===== config.mk =====
export PLATFORM = sky130hd
export DESIGN_NAME = flash_bridge
export DESIGN_NICKNAME = d
export VERILOG_FILES = /design/src/rtl/flash_bridge.sv
export SDC_FILE = /design/constraint.sdc
export NUM_CORES = 1
export LEC_CHECK = 0
export ABC_CLOCK_PERIOD_IN_PS = 1850
export BUFFER_PORTS_ARGS = -buffer_cell sky130_fd_sc_hd__buf_4
export CORE_ASPECT_RATIO = 1.75
export CORE_MARGIN = 2
export CORE_UTILIZATION = 30
export CTS_CLUSTER_SIZE = 20
export DETAILED_ROUTE_END_ITERATION = 10
export PLACE_DENSITY_LB_ADDON = 0.25
export REMOVE_ABC_BUFFERS = 1
export SYNTH_ARGS = -nofsm -noshare
export SYNTH_HDL_FRONTEND = slang
export SYNTH_SLANG_ARGS = --single-unit

===== constraint.sdc =====
create_clock -name CLK -period 1.85 [get_ports CLK]
set_input_delay 0.185 -clock CLK [delete_from_list [all_inputs] [get_ports CLK]]
set_output_delay 0.185 -clock CLK [all_outputs]
set_load 0.03 [all_outputs]

===== src/rtl/flash_bridge.sv =====
`default_nettype none
// ============================================================================
// flash_bridge : host strobe bus to ticked flash request/acknowledge bridge
// rev 1.0
// ============================================================================
module flash_bridge #(
  parameter int DIV     = 8,
  parameter int ADDR_W  = 24,
  parameter int TIMEOUT = 255
) (
  input  logic              CLK,
  input  logic              RST,
  input  logic              n_AS,
  input  logic              n_DS,
  input  logic [ADDR_W-1:0] ADDR,
  input  logic [31:0]       DATA_IN,
  input  logic [3:0]        BE,
  input  logic              RD,
  input  logic              WR,
  output logic [31:0]       DATA_OUT,
  output logic              Term,
  output logic              ERR,
  output logic              FL_TICK,
  output logic [ADDR_W-1:0] FL_ADDR,
  output logic [31:0]       FL_WDATA,
  output logic [3:0]        FL_BE,
  output logic              FL_RD,
  output logic              FL_WR,
  input  logic [31:0]       FL_RDATA,
  input  logic              FL_ACK
);

  localparam logic [7:0]  TICK_LAST = 8'(DIV - 1);
  localparam logic [15:0] TMO_LIMIT = 16'(TIMEOUT);

  typedef enum logic [2:0] {
    S_IDLE  = 3'd0,
    S_LATCH = 3'd1,
    S_REQ   = 3'd2,
    S_WAIT  = 3'd3,
    S_DONE  = 3'd4
  } state_t;

  state_t            state_q;
  logic [7:0]        tick_cnt_q;
  logic [7:0]        tick_cnt_d;
  logic              tick_q;
  logic [15:0]       tmo_q;
  logic [15:0]       tmo_d;
  logic [ADDR_W-1:0] addr_q;
  logic [31:0]       wdata_q;
  logic [3:0]        be_q;
  logic              dir_rd_q;
  logic              abort_q;
  logic              term_q;
  logic              err_q;
  logic [31:0]       dout_q;
  logic [ADDR_W-1:0] fl_addr_q;
  logic [31:0]       fl_wdata_q;
  logic [3:0]        fl_be_q;
  logic              fl_rd_q;
  logic              fl_wr_q;

  logic strobes;
  logic start_req;
  logic conflict;
  logic host_gone;

  assign strobes   = !n_AS && !n_DS;
  assign start_req = strobes && (RD ^ WR);
  assign conflict  = strobes && RD && WR;
  // Host released the address strobe at any point during the flash handshake.
  assign host_gone = abort_q || n_AS;

  always_comb begin
    tick_cnt_d = (tick_cnt_q == TICK_LAST) ? 8'd0 : tick_cnt_q + 8'd1;
    tmo_d      = tmo_q + 16'd1;
  end

  // tick_q is asserted exactly while the counter sits at DIV-1.
  always_ff @(posedge CLK) begin
    if (RST) begin
      tick_cnt_q <= 8'd0;
      tick_q     <= 1'b0;
    end else begin
      tick_cnt_q <= tick_cnt_d;
      tick_q     <= (tick_cnt_d == TICK_LAST);
    end
  end

  always_ff @(posedge CLK) begin
    if (RST) begin
      state_q    <= S_IDLE;
      tmo_q      <= 16'd0;
      addr_q     <= '0;
      wdata_q    <= 32'd0;
      be_q       <= 4'd0;
      dir_rd_q   <= 1'b0;
      abort_q    <= 1'b0;
      term_q     <= 1'b0;
      err_q      <= 1'b0;
      dout_q     <= 32'd0;
      fl_addr_q  <= '0;
      fl_wdata_q <= 32'd0;
      fl_be_q    <= 4'd0;
      fl_rd_q    <= 1'b0;
      fl_wr_q    <= 1'b0;
    end else begin
      case (state_q)
        S_IDLE: begin
          abort_q <= 1'b0;
          if (conflict) begin
            state_q <= S_DONE;
            term_q  <= 1'b1;
            err_q   <= 1'b1;
          end else if (start_req) begin
            state_q <= S_LATCH;
          end
        end

        S_LATCH: begin
          addr_q   <= ADDR;
          wdata_q  <= DATA_IN;
          be_q     <= BE;
          dir_rd_q <= RD;
          // No enabled bytes: finish locally without touching the flash.
          if (BE == 4'b0000) begin
            if (host_gone) begin
              state_q <= S_IDLE;
            end else begin
              state_q <= S_DONE;
              term_q  <= 1'b1;
              err_q   <= 1'b0;
            end
          end else begin
            abort_q <= host_gone;
            state_q <= S_REQ;
          end
        end

        S_REQ: begin
          abort_q <= host_gone;
          if (tick_q) begin
            fl_addr_q  <= addr_q;
            fl_wdata_q <= wdata_q;
            fl_be_q    <= be_q;
            fl_rd_q    <= dir_rd_q;
            fl_wr_q    <= !dir_rd_q;
            tmo_q      <= 16'd0;
            state_q    <= S_WAIT;
          end
        end

        S_WAIT: begin
          abort_q <= host_gone;
          if (tick_q) begin
            fl_rd_q <= 1'b0;
            fl_wr_q <= 1'b0;
            if (FL_ACK) begin
              if (dir_rd_q) begin
                dout_q <= FL_RDATA;
              end
              if (host_gone) begin
                state_q <= S_IDLE;
              end else begin
                state_q <= S_DONE;
                term_q  <= 1'b1;
                err_q   <= 1'b0;
              end
            end else if (tmo_d == TMO_LIMIT) begin
              tmo_q <= tmo_d;
              if (host_gone) begin
                state_q <= S_IDLE;
              end else begin
                state_q <= S_DONE;
                term_q  <= 1'b1;
                err_q   <= 1'b1;
              end
            end else begin
              tmo_q <= tmo_d;
            end
          end
        end

        S_DONE: begin
          if (n_AS) begin
            term_q  <= 1'b0;
            err_q   <= 1'b0;
            state_q <= S_IDLE;
          end
        end

        default: begin
          state_q <= S_IDLE;
        end
      endcase
    end
  end

  assign DATA_OUT = dout_q;
  assign Term     = term_q;
  assign ERR      = err_q;
  assign FL_TICK  = tick_q;
  assign FL_ADDR  = fl_addr_q;
  assign FL_WDATA = fl_wdata_q;
  assign FL_BE    = fl_be_q;
  assign FL_RD    = fl_rd_q;
  assign FL_WR    = fl_wr_q;

endmodule
`default_nettype wire


==> impl_metrics.yaml, run 1 <==
routing:
  post_drt_wl_per_cell_microns: 14.5
  drc_errors: 0
  routed_via_density: 4.68
  via_count: 7249
  ant_nets: 0
  first_pass_iters: 5
  drt_wl_total_microns: 22400
  drt-initial-drc-count: 415
timing:
  relSlewSlack_pct: 68.3
  setup_ws_ns: -0.0228
  drv_slew: 0
  tightest_slew_ns: 0.475
  clock-skew-final_ns: 0.00829
  holdWs_ns: 0.0268
  period_share_pct: 101
  hold_viol_final: 0
  rsz0062_at_grt: "yes"
  max_freq_mhz: 534
  min_period_ns: 1.87
  setup_viol: 1
placed_design:
  dp_hpwl_microns: 14800
  placed_cells: 1420
  gp_congestion: 0.845
  postPlaceCellArea_sq_um: 9320
  io_buffer_count: 195
critical_path:
  reg2reg_to: "state_q[1]"
  worstSetupEndpointType: "flip-flop"
  crit_path_start_kind: "flip-flop"
  path_cells: "ha_4 -> nand3_4 -> nor4_4 -> buf_4 -> or3_4 -> a211oi_2 -> a21oi_2 -> o221a_1"
  worstPathRequired_ns: 2.19
  crit_arrival_ns: 2.21
  crit-reg2reg-launch: "tmo_q[1]"
  reg2reg_slack_ns: -0.02
  path_class: "reg -> reg"
  ff2ff_path_depth: 8
  cp_max_fo: 3
  cpPeakStageDelay_ns: 0.36
  crit_slowest_cell: "dfxtp_4"
power:
  irDropWorstVdd_uv: 574
  power.leakage_nw: 4.26
  cellPowerDensity_nw_per_um2: 896
yosys:
  synth_cells: 934
  yosysUniqueCellTypes: 59
  synthesis.area_sq_um: 7270
  syn_area_per_cell_sq_um: 7.79
  synth-seq-area-share_pct: 51.2
  async_reset_ff_share_pct: 0
  ys_seq_elements: 186
  yosysWarnings: 0
  synth_ff_type: "dfxtp_1"
  synth_edf_count: 0
floorplan:
  core_sq_um: 23900
  die-height_microns: 210
  initial_core_util_pct: 30.4
  io-pin-count: 196
  die_area_sq_um: 25600
  die_x_microns: 122
  rows: 75
global_route:
  first_global_vias: 7037
  antenna_found_initial: 1
  grt_pass1_wl_microns: 34900
  grt_max_degree: 80
  grtUsageTotal_pct: 17.6
  grt-ovfl-total: 0
clocking:
  clock-root-buffer: "clkbuf_16"
  clkTransAtPathRegs_ns: 0.07
  cts_buffers: 17
  cts_htree_levels: 4
  clk_latency_ns: 0.44
  clockBufferDepth: 2
  cts.sinks: 186
  cts_tree: "yes"
final_layout:
  final_nets: 1331
  final_area_sq_um: 11000
  fin_cells: 1549
  fin_util_pct: 45.8
  area_growth_pct: 50.6
  drive_gt1_share_pct: 25.9
min_path:
  min_from: "BE[2]"
  min_delay_worst_endpoint: "be_q[2]"
  min_path_type: "in -> reg"
  hold_depth: 3
run_status:
  violations: "setup timing"
  outcome: "finished, violations left"
run:
  maxCapViolCount: 0
==> worst max-delay path by stage <==
stage                from  cells past startpoint  slack (ns)          to
2_1_floorplan  state_q[0]                      5       -1.23     abort_q
3_3_place_gp   state_q[0]                      7       -0.05    tmo_q[9]
3_5_place_dp   state_q[0]                      7       -0.07    tmo_q[5]
4_1_cts        state_q[1]                      5        0.01   tmo_q[11]
5_1_grt         tmo_q[13]                      7       -0.08        Term
6_report         tmo_q[1]                      8       -0.02  state_q[1]
==> what timing repair did <==
action                                 CTS  global route
hold buffers                            91             0
setup endpoints to repair               10           108
endpoints found under the hold margin   91             0
setup buffers                            0             6
pin swaps                                4             8
resized for setup                       10            21
==> worst max-delay path: cells and delay by family, from the launching register on <==
kind / cells / cell delay, ns
compound gates: 3 / 0.62
fa+ha+maj: 1 / 0.17
buf+inv: 1 / 0.13
flops: 1 / 0.36
simple gates: 3 / 0.50
==> synthesized netlist by cell type, drive strengths merged (3+ instances only) <==
master / n / share of area, %
nor2: 45 / 2.3
o21a: 3 / 0.31
and2: 3 / 0.26
a211oi: 3 / 0.45
dfxtp: 186 / 51
buf: 3 / 0.24
clkbuf: 61 / 3.5
inv: 7 / 0.36
or2: 4 / 0.34
xor2: 4 / 0.48
nor3: 10 / 0.69
and3: 5 / 0.45
nor2b: 3 / 0.26
nand2b: 3 / 0.26
nand2: 334 / 17
a21oi: 178 / 12
nand3: 12 / 1.1
nor4b: 3 / 0.36
o21ai: 13 / 0.89
a31oi: 3 / 0.26
a311oi: 5 / 0.60
nand4: 5 / 0.72
or3: 3 / 0.28
nor4: 5 / 0.93
xnor2: 7 / 0.84
ha: 4 / 0.69
==> registers in the layout, summed over array words and instances, names as in the netlist, 8 cells and up <==
name / count
DATA_OUT: 32
FL_ADDR: 24
FL_WDATA: 32
addr_q: 24
tick_cnt_q: 8
tmo_q: 16
wdata_q: 32
==> area by class of cell <==
cell class / instances / area, sq um
fill: 2437 / 13000
sequential: 186 / 3740
multi-input combinational: 677 / 3370
timing repair buffer: 339 / 2880
clock buffer: 20 / 437
tap: 308 / 385
clock inverter: 11 / 124
inverter: 7 / 26.3
antenna: 1 / 2.50
==> report_power, final <==
| group | internal (mW) | leakage, nW | switching (mW) |
|---|---|---|---|
| registers | 4.36 | 1.51 | 0.201 |
| logic | 0.778 | 2.50 | 0.927 |
| clock network | 1.98 | 0.255 | 1.57 |
==> routing by layer <==
metal	vias up	global-route usage, %	part of all wire [%]
met5	-	0	0
met2	200	33.1	54
met4	0	8.76	3.7
li1	3676	-	-
met3	48	3.76	4.2
met1	3325	18.1	38
==> cell usage in the layout, fill, tap and decap left out, drive strengths merged, types with 4 or more instances in the layout <==
cell / Yosys / layout
and3: 5 / 5
xnor2: 7 / 7
dlygate4sd3: 0 / 91
xor2: 4 / 4
buf: 3 / 248
nand4: 5 / 5
nand2: 334 / 334
o21ai: 13 / 13
clkbuf: 61 / 20
a21oi: 178 / 178
dfxtp: 186 / 186
nand3: 12 / 12
or2: 4 / 4
ha: 4 / 4
inv: 7 / 8
a311oi: 5 / 5
clkinvlp: 0 / 6
nor4: 5 / 5
nor2: 45 / 45
nor3: 10 / 10
==> cells by family after synthesis <==
kind of cell    share of synthesized area, %
xor+xnor                                1.32
simple gates                            26.0
mux                                    0.138
flops                                   51.2
buf+inv                                 4.06
fa+ha+maj                              0.688
compound gates                          16.6
==> through the flow <==
| stage | setup slack, ns | power, mW | TNS [ns] |
|---|---|---|---|
| 6_report | -0.0228 | 9.82 | -0.0228 |
| 5_1_grt | -0.0781 | 10.3 | -0.181 |
| 4_1_cts | 0.0145 | 9.96 | 0 |
| 3_5_place_dp | -0.0683 | 6.20 | -0.323 |
| 3_3_place_gp | -0.0548 | 6.18 | -0.253 |
| 2_1_floorplan | -1.23 | 5.38 | -147.29 |
Note: power is estimated with default switching activity, not from simulation.
==> run 2, diff against run 1 <==
==> constraint.sdc (replaced) <==
create_clock -name CLK -period 1.85 [get_ports CLK]
set_input_delay 0.0925 -clock CLK [delete_from_list [all_inputs] [get_ports CLK]]
set_output_delay 0.0925 -clock CLK [all_outputs]
set_load 0.03 [all_outputs]
==> impl_metrics.yaml, run 2 (synthesized netlist as in run 1, its figures left out) <==
timing:
  hold_viol_final: 0
  drv_slew: 0
  clock-skew-final_ns: 0.00937
  finalSetupTns_ns: 0
  tightest_slew_ns: 0.409
  max_freq_mhz: 552
  setup_viol: 0
  min_period_ns: 1.81
  period_share_pct: 97.9
  relSlewSlack_pct: 72.8
  setup_ws_ns: 0.0385
  rsz0062_at_grt: "yes"
run:
  maxCapViolCount: 0
critical_path:
  path_cells: "ha_4 -> nand3_4 -> nor4_4 -> o211ai_2 -> a211oi_2 -> a21oi_2 -> o221a_1"
  worstSetupEndpointType: "flip-flop"
  worstPathRequired_ns: 2.18
  crit_path_start_kind: "flip-flop"
  cpPeakStageDelay_ns: 0.36
  crit_arrival_ns: 2.15
  crit_slowest_cell: "dfxtp_2"
  cp_max_fo: 3
  path_class: "reg -> reg"
placed_design:
  dp_hpwl_microns: 14800
  placed_cells: 1422
  gp_congestion: 0.863
  place_ws_ns: -0.0441
  postPlaceCellArea_sq_um: 9350
  io_buffer_count: 195
routing:
  routed_via_density: 4.67
  via_count: 7239
  ant_nets: 0
  drt-initial-drc-count: 359
  drc_errors: 0
  post_drt_wl_per_cell_microns: 14.5
  drt_wl_total_microns: 22500
  first_pass_iters: 4
final_layout:
  fillCellCount: 2351
  fin_cells: 1550
  layout_commonest_cell: "nand2_1"
  area_growth_pct: 51.4
  seq_area_sq_um: 3740
  final_area_sq_um: 11000
  multi_input_area_sq_um: 3360
  drive_gt1_share_pct: 25.9
  final_nets: 1332
  num_antenna_cells: 0
  final_cell_mix: "332 x nand2_1, 236 x buf_4, 176 x dfxtp_1"
min_path:
  min_path_type: "in -> reg"
floorplan:
  io-pin-count: 196
  die-height_microns: 210
  rows: 75
  die_area_sq_um: 25600
  initial_core_util_pct: 30.4
  core_sq_um: 23900
  die_x_microns: 122
clocking:
  cts.sinks: 186
  cts_buffers: 17
  cts_tree: "yes"
  cts_htree_levels: 4
  clock-root-buffer: "clkbuf_16"
  clockBufferDepth: 2
  clk_latency_ns: 0.44
  clkTransAtPathRegs_ns: 0.07
global_route:
  grtUsageTotal_pct: 17.9
  grt_max_degree: 88
  grt_pass1_wl_microns: 35700
  antenna_found_initial: 0
  first_global_vias: 7185
  grt-ovfl-total: 0
power:
  cellPowerDensity_nw_per_um2: 915
  power.leakage_nw: 4.30
  irDropWorstVdd_uv: 531
  power_mw: 10.1
run_status:
  outcome: "complete, no violations"
==> run 2: changes by cell type in the layout (fill, tap and decap cells not counted), moves of 2 or more <==
cell           previous run  this run
clkinvlp_4                6         2
nor4b_2                   2         0
clkinv_2                  2         5
buf_4                   239       236
a21oi_2                   1         3
dlygate4sd3_1            91        94
nand2_2                   0         2
clkbuf_1                  3         0
nor4b_1                   1         3
a21oi_1                 177       175
==> run 2: area by class of cell <==
cell class	instances	area share (%)
clock buffer	18	3.99
clock inverter	14	1.52
inverter	7	0.239
multi-input combinational	677	30.5
sequential	186	33.9
tap	308	3.50
timing repair buffer	340	26.3
==> run 2: through the flow <==
step	hold slack (ns)	utilization, %
2_1_floorplan	0.159	-
3_3_place_gp	0.340	39.1
3_5_place_dp	0.349	39.1
4_1_cts	0.0161	45.7
5_1_grt	0.0400	46.0
6_report	0.0446	46.0
==> run 2: what timing repair did <==
action | CTS | global route
setup endpoints to repair | 3 | 110
hold buffers | 94 | 0
gates resized for setup | 10 | 20
cloned | 0 | 0
pin swaps | 3 | 12
hold endpoints to repair | 106 | 0
buffers inserted | 1 | 1
==> run 2: power by group <==
group | internal (mW) | leakage [nW] | switching [mW]
Combinational | 0.811 | 2.49 | 0.928
Sequential | 4.36 | 1.51 | 0.190
Clock | 2.17 | 0.298 | 1.62
Total | 7.34 | 4.30 | 2.74
==> run 2: critical path: cells and delay by family, from the launching register on <==
| kind | cells | cell delay (ns) |
|---|---|---|
| fa+ha+maj | 1 | 0.16 |
| compound gates | 4 | 0.77 |
| flops | 1 | 0.36 |
| simple gates | 2 | 0.41 |
==> run 2: per-layer routing <==
layer | vias up | GRT usage, % | wire (microns)
met5 | - | 0 | 0
met4 | 0 | 9.24 | 856
met3 | 53 | 4.19 | 925
met2 | 174 | 33.1 | 12100
met1 | 3334 | 18.3 | 8690
li1 | 3678 | - | -
==> run 2: worst paths after layout <==
path	from	endpoint	slack, ns	cells after the start
worst max-delay path	tmo_q[0]	state_q[1]	0.04	7
worst min-delay path	n_AS	abort_q	0.04	3
worst max register to register	tmo_q[0]	state_q[1]	0.04	7
worst min register to register	addr_q[16]	FL_ADDR[16]	0.44	2
